## config.mk

```make
export PLATFORM = sky130hd
export DESIGN_NAME = wb_burst_master
export DESIGN_NICKNAME = d
export VERILOG_FILES = /design/src/rtl/wb_burst_master.sv
export SDC_FILE = /design/constraint.sdc
export NUM_CORES = 1
export LEC_CHECK = 0
export CORE_ASPECT_RATIO = 0.9
export CORE_MARGIN = 8
export CORE_UTILIZATION = 43
export CTS_CLUSTER_SIZE = 25
export DETAILED_ROUTE_END_ITERATION = 10
export PLACE_DENSITY = 0.95
export RECOVER_POWER = 25
export SLEW_MARGIN = 10
export SYNTH_ARGS = -nofsm -noshare
export SYNTH_HDL_FRONTEND = slang
export SYNTH_SLANG_ARGS = --single-unit
```

## constraint.sdc

```tcl
create_clock -name wb_clk_i -period 5.5 [get_ports wb_clk_i]
set_input_delay 0.825 -clock wb_clk_i [delete_from_list [all_inputs] [get_ports wb_clk_i]]
set_output_delay 0.825 -clock wb_clk_i [all_outputs]
set_load 0.1 [all_outputs]
```

## src/rtl/wb_burst_master.sv

```systemverilog
// Wishbone B3 master: one command becomes a single incrementing burst (cti 010/111).
// Optional per-beat ack timeout compiled in with `define WB_BURST_TIMEOUT_EN.
module wb_burst_master #(
  parameter int dw      = 32,
  parameter int aw      = 32,
  parameter int lw      = 8,
  parameter int TIMEOUT = 1024
) (
  input  logic          wb_clk_i,
  input  logic          wb_rst_n_i,
  input  logic          cmd_valid_i,
  output logic          cmd_ready_o,
  input  logic          cmd_we_i,
  input  logic [aw-1:0] cmd_adr_i,
  input  logic [lw-1:0] cmd_len_i,
  input  logic [dw-1:0] wr_dat_i,
  input  logic          wr_valid_i,
  output logic          wr_ready_o,
  output logic [dw-1:0] rd_dat_o,
  output logic          rd_valid_o,
  output logic          done_o,
  output logic          err_o,
  output logic [aw-1:0] wb_adr_o,
  output logic [dw-1:0] wb_dat_o,
  output logic [3:0]    wb_sel_o,
  output logic          wb_we_o,
  output logic [1:0]    wb_bte_o,
  output logic [2:0]    wb_cti_o,
  output logic          wb_cyc_o,
  output logic          wb_stb_o,
  input  logic [dw-1:0] wb_dat_i,
  input  logic          wb_ack_i,
  input  logic          wb_err_i,
  output logic [1:0]    dbg_state_o
);

  // Handshakes: a command transfers on a cycle with cmd_valid_i & cmd_ready_o;
  // a write beat transfers on a cycle with wr_valid_i & wr_ready_o; rd_valid_o
  // is a one-cycle strobe with no backpressure.

  typedef enum logic [1:0] {
    IDLE  = 2'd0,
    BURST = 2'd1,
    DONE  = 2'd2
  } state_t;

  localparam logic [lw:0] LEN_ONE = (lw+1)'(1);
  localparam logic [lw:0] LEN_MAX = {1'b1, {lw{1'b0}}};

  state_t        state_q, state_d;
  logic [aw-1:0] adr_q;
  logic          we_q;
  logic [lw:0]   rem_q;
  logic          err_q;
  logic [dw-1:0] rd_dat_q;
  logic          rd_valid_q;

  logic in_burst;
  logic accept;
  logic stb;
  logic last_beat;
  logic beat_ok;
  logic abort;
  logic to_hit;
  logic unused_adr_bits;

  assign in_burst  = (state_q == BURST);
  assign accept    = (state_q == IDLE) & cmd_valid_i;
  // A write with no stream data stalls by dropping stb while cyc stays high.
  assign stb       = in_burst & (~we_q | wr_valid_i);
  assign last_beat = (rem_q == LEN_ONE);
  assign beat_ok   = stb & wb_ack_i & ~wb_err_i;
  assign abort     = stb & (wb_err_i | to_hit);

  assign unused_adr_bits = ^cmd_adr_i[1:0];

`ifdef WB_BURST_TIMEOUT_EN
  localparam int TW = $clog2(TIMEOUT + 1);
  logic [TW-1:0] to_cnt_q;

  // Only cycles with stb high and no response count toward the limit.
  assign to_hit = stb & ~wb_ack_i & ~wb_err_i & (to_cnt_q == TW'(TIMEOUT - 1));

  always_ff @(posedge wb_clk_i or negedge wb_rst_n_i) begin
    if (!wb_rst_n_i) begin
      to_cnt_q <= '0;
    end else if (!in_burst || (stb && wb_ack_i)) begin
      to_cnt_q <= '0;
    end else if (stb && !wb_err_i) begin
      to_cnt_q <= to_cnt_q + TW'(1);
    end
  end
`else
  assign to_hit = 1'b0;
`endif

  always_ff @(posedge wb_clk_i or negedge wb_rst_n_i) begin
    if (!wb_rst_n_i) begin
      state_q <= IDLE;
    end else begin
      state_q <= state_d;
    end
  end

  always_comb begin
    state_d = state_q;
    case (state_q)
      IDLE:    if (cmd_valid_i) state_d = BURST;
      BURST:   if (abort || (beat_ok && last_beat)) state_d = DONE;
      DONE:    state_d = IDLE;
      default: state_d = IDLE;
    endcase
  end

  always_ff @(posedge wb_clk_i or negedge wb_rst_n_i) begin
    if (!wb_rst_n_i) begin
      adr_q      <= '0;
      we_q       <= 1'b0;
      rem_q      <= '0;
      err_q      <= 1'b0;
      rd_dat_q   <= '0;
      rd_valid_q <= 1'b0;
    end else begin
      rd_valid_q <= beat_ok & ~we_q;
      if (beat_ok && !we_q) rd_dat_q <= wb_dat_i;
      if (accept) begin
        adr_q <= {cmd_adr_i[aw-1:2], 2'b00};
        we_q  <= cmd_we_i;
        rem_q <= (cmd_len_i == '0) ? LEN_MAX : {1'b0, cmd_len_i};
        err_q <= 1'b0;
      end else if (abort) begin
        err_q <= 1'b1;
      end else if (beat_ok) begin
        adr_q <= adr_q + aw'(4);
        rem_q <= rem_q - LEN_ONE;
      end
    end
  end

  assign cmd_ready_o = (state_q == IDLE);
  assign wr_ready_o  = beat_ok & we_q;
  assign rd_dat_o    = rd_dat_q;
  assign rd_valid_o  = rd_valid_q;
  assign done_o      = (state_q == DONE);
  assign err_o       = err_q;
  assign wb_adr_o    = in_burst ? adr_q : '0;
  assign wb_dat_o    = (in_burst && we_q) ? wr_dat_i : '0;
  assign wb_sel_o    = in_burst ? 4'hF : 4'h0;
  assign wb_we_o     = in_burst & we_q;
  assign wb_bte_o    = 2'b00;
  assign wb_cti_o    = !in_burst ? 3'b000 : (last_beat ? 3'b111 : 3'b010);
  assign wb_cyc_o    = in_burst;
  assign wb_stb_o    = stb;
  assign dbg_state_o = state_q;

endmodule

```

[Word level (Yosys, flattened, before mapping)]
Cells that the tools add are included.
Storage, ports and cells
  output and inout port bits: 115
  flip-flop bits (word level): 78
  logic and storage cells: 54
  input port bits: 111
Operators by class
  bitwise logic cells: 11
  reduce and logical (&&, ||, !) cells: 11
  equality and inequality tests: 6
  add/subtract/negate cells: 2
  muxes and demuxes: 17
Operators by type and width (count)
  two-way mux 32 bit: 5
  two-way mux 9 bit: 4
  adder 32 x 3 -> 32 bit, second input constant: 1
  equality test 9 x 1 -> 1 bit, second input constant: 1
  subtractor 9 x 1 -> 9 bit, second input constant: 1
  AND 1 bit: 8
  zero test 8 bit: 1
  two-way mux 3 bit: 2
  two-way mux 2 bit: 2
  two-way mux 4 bit: 1
  inequality test 2 bit, second input constant: 2
  one-hot mux 2 bit (2 select lines): 1
  AND reduction 2 bit: 2
  nonzero test 2 bit: 2
  logical AND 1 bit: 3
  equality test 2 x 1 -> 1 bit, second input constant: 1
  equality test 2 bit, second input constant: 1
  zero test 2 bit: 1
  two-way mux 1 bit: 2
  inequality test 2 x 1 -> 1 bit, second input constant: 1
  inverter 1 bit: 2
  zero test 1 bit: 1
  logical OR 1 bit: 1
  bitwise OR 1 bit: 1

[Logic depth before layout (Yosys ltp)]
  depth in word-level cells: 9
  depth in mapped cells: 8
  mapped depth without buffers: 6

[Worst setup path after synthesis]
Ideal clock, no wire load.
  path type: register to output
  start: register state_q[0], in the netlist dbg_state_o[0]
  end: output port wb_adr_o[23]
  path buffers: 2
  stages on the path, launching flop included: 6
  required time: 4.675 ns
  slack: 1.368 ns
  arrival: 3.307 ns
  path through: dfrtp_1 > nand2b_4 > buf_6 > inv_1 > clkbuf_1 > and2_1
On the way
  word-level cells in the longest chain between the ends: 2
Ends and longest elaborated chain
  start: declaration: line 50  | state_t state_q, state_d;
  start signal: assignment: line 101  | state_q <= state_d;
  equality test 2 x 1 -> 1 bit: line 67  | assign in_burst = (state_q == BURST);
  named net wb_cyc_o: line 29  | output logic wb_cyc_o,
  two-way mux 32 bit: line 146  | assign wb_adr_o = in_burst ? adr_q : '0;
  end: declaration: line 23  | output logic [aw-1:0] wb_adr_o,
The timed path passes the listed nets, and every way through them passes these cells.

[Final worst setup path]
  start: register state_q[1], in the netlist dbg_state_o[1]
  end: output port wb_adr_o[3]
On the way
  word-level cells in the longest chain between the ends: 2
Ends and longest elaborated chain (line)
  equality test 2 x 1 -> 1 bit: 67
  two-way mux 32 bit: 146
No other way between the ends.

==> impl_metrics.env <==
export IMPL_status="completed"
export IMPL_path_cells="nand2b_4, inv_1, buf_4, and2_1, clkdlybuf4s50_1"
export IMPL_fin_crit_sh_pct=75.4
export IMPL_clock_insertion_delay_worst_skew_ns=0.35
export IMPL_yosysSeqAreaShare_pct=45.1
export IMPL_numCtsBuffers=9
export IMPL_drive_above_1_share_pct=8.59
export IMPL_postSynth_topFlopCell="dfrtp_1"
export IMPL_final_hold_slack_ns=0.492
export IMPL_postRouteWirelength_um=15600
export IMPL_cts_max_level=3
export IMPL_synthDistinctLibCells=49
export IMPL_grt_pass1_wl_um=23000
export IMPL_ctsHoldBuffers=0
export IMPL_floorplan_die_height_um=110
export IMPL_final_report_hold_violation_count=0
export IMPL_cp_num_buf_inv=3
export IMPL_drt_first_iter_violations=239
export IMPL_crit_path_end_kind="output port"
export IMPL_synth_most_common_cell="dfrtp_1"
export IMPL_die_width_um=120
export IMPL_worstHoldPathType="reg2reg"
export IMPL_number_of_global_route_vias_before_repair=4153
export IMPL_max_slew_worst_pin_slew_ns=1.05
export IMPL_setup_violations_final=0
export IMPL_area_delta_synth_final_pct=55.6
export IMPL_routedWlPerCell_um=20.6
export IMPL_grt_usage_pct=22.5
export IMPL_floorplan_io_pins=226
export IMPL_slowest_stage="clkdlybuf4s50_1"
export IMPL_clock_tree_buffer_depth=2
export IMPL_cpPeakStageDelay_ns=1.16
export IMPL_min_period_ns=4.15
export IMPL_detailroute_via_count=4136
export IMPL_worst_setup_path_start_kind="register"
export IMPL_antenna_violating_nets_post_route=0
export IMPL_timing_critical_path_fanout_max=37
export IMPL_tritoncts_clock_tree="done"
export IMPL_synth_top_cells_by_count="dfrtp_1 (76), nand2_1 (43), and3_1 (35), and2_1 (34)"
export IMPL_drt_first_pass_iters=4
export IMPL_cts_clock_pin_slew_for_the_worst_setup_and_hold_paths_ns=0.09
export IMPL_post_cts_repair_setup_buffers=0
export IMPL_critical_path_required_ns=4.68
export IMPL_maximum_number_of_pins_on_one_net_before_global_route_repair=77
export IMPL_fin_tns_setup_ns=0
export IMPL_slew_viol_final=0
export IMPL_synth_enable_flop_cells=0
export IMPL_max_freq_ghz=0.241
export IMPL_via_to_cell_ratio=5.48
export IMPL_detailed_place_hpwl_um=12000
export IMPL_n_antenna_cell=0
export IMPL_worst_slew_margin_rel_pct=30.0
export IMPL_grt_setup_unrepaired="no"
export IMPL_netlist_area_um2=4220
export IMPL_grt_ovfl_total=0
export IMPL_asyncSetResetFlopFracSynth_pct=100
export IMPL_cap_viol_max_count=0
export IMPL_remaining_drc_errors=0
export IMPL_yosys_warnings=0
export IMPL_port_buffers=219
export IMPL_coreArea_um2=9610
export IMPL_yosys_top_cells_area="dfrtp_1 (45%), mux2_2 (5.6%), and3_1 (5.2%)"
export IMPL_ctsResizeCount=0
export IMPL_synth_largest_area_cell="dfrtp_1"
export IMPL_fillers=733
export IMPL_start_util_pct=43.9
export IMPL_avgSynthCellArea_um2=9.91
export IMPL_finalNetCount=738
export IMPL_cts_sink_count=76
export IMPL_synth_largest_type_area_fraction_pct=45.1
export IMPL_antenna_violations_before_repair=0
export IMPL_netlist_instances=426
export IMPL_crit_family="buffers and inverters"
export IMPL_clock_root_buffer="clkbuf_8"
export IMPL_design_die_area_um2=13200
export IMPL_yosys_register_bits=76
export IMPL_timing_setup_critical_path_class="reg2out"
export IMPL_num_rows=34
export IMPL_final_setup_skew_ns=0.0149
export IMPL_cp_data_arrival_time_ns=3.32
export IMPL_gp_congestion=0.811
kinds of logic (layout without fill, tap and decap cells):
group                    after synthesis  count (layout)  share of synthesized area (%)
AND/OR/NAND/NOR                      200             200                           27.0
flip-flops                            76              76                           45.1
AO/OA/AOI/OAI                         56              56                           8.81
buffers and inverters                 40             240                           5.75
multiplexers                          36              36                           9.49
XOR/XNOR                              14              14                           2.91
adder cells (fa/ha/maj)                3               3                          0.890
other                                  1               4                         0.0889
worst reg2reg max path, delay by kind of cell, from the launching register on:
kind             cells  cell delay, ns
AND/OR/NAND/NOR      3            1.60
multiplexers         1            0.42
flip-flops           1            0.77
placed cells by master, fill, tap and decap left out, types with 3 or more instances in the layout:
cell and count:
a31oi_1 4, mux2_2 21, o21ai_1 3, xor2_1 11
o311ai_0 5, dfrtp_1 76, a221o_1 4, mux2_1 11
conb_1 4, or3_1 6, and2_1 33, nand4_1 12
inv_1 3, nand2_1 43, and3_1 35, nor4_1 5
o211ai_1 11, clkdlybuf4s50_1 217, xnor2_1 3, mux2i_1 4
clkinvlp_4 3, nor3_1 7, buf_4 4, ha_1 3
nor2_1 21, o21ai_0 20, clkbuf_8 10, nand3_1 20
stage by stage:
step | utilization [%] | setup WS, ns | std cells | cell area, um^2
after CTS | 68.3 | 1.33 | 755 | 6570
after global placement | 66.2 | 1.80 | 739 | 6360
after detailed placement | 66.2 | 1.73 | 739 | 6360
after global routing | 68.3 | 1.15 | 755 | 6570
after floorplan | - | 1.37 | 429 | 4230
final | 68.3 | 1.35 | 755 | 6570
path summary, 6_finish.rpt:
check                                      startpoint                       end  slack, ns  cells after the start
setup / recovery           dbg_state_o[1]$_DFFE_PN0P_               wb_adr_o[3]       1.35                      5
min in group asynchronous                  wb_rst_n_i  rd_dat_o[18]$_DFFE_PN0P_       0.62                      1
hold / removal               rd_dat_o[12]$_DFFE_PN0P_  rd_dat_o[12]$_DFFE_PN0P_       0.49                      1
max in group asynchronous                  wb_rst_n_i     adr_q[23]$_DFFE_PN0P_       4.23                      1
hold reg to reg              rd_dat_o[12]$_DFFE_PN0P_  rd_dat_o[12]$_DFFE_PN0P_       0.49                      1
setup reg to reg                     we_q$_DFFE_PN0P_  rd_dat_o[10]$_DFFE_PN0P_       2.60                      4
flip-flops by register name (all words and copies together), names as in the netlist:
signal       flops
rem_q            9
dbg_state_o      2
we_q             1
adr_q           30
rd_dat_o        32
err_o            1
rd_valid_o       1
per-layer routing:
layer,GRT usage (%),wire length [um],vias up
met5,0,0,-
met4,10.8,579,0
met3,5.55,1160,39
met2,42.3,8280,203
met1,23.2,5540,1997
li1,-,-,1897
cell type report:
class                           count  area, um^2  area share [%]
Clock inverter                      6        70.1            1.07
Tap cell                          126         158            2.40
Multi-Input combinational cell    313        2090            31.8
Sequential cell                    76        1900            29.0
Timing Repair Buffer              221        2200            33.5
Inverter                            3        11.3           0.171
Clock buffer                       10         138            2.10
Power is not shown: default switching activity piles up to over one toggle a cycle in this logic, so the estimate is an artifact.
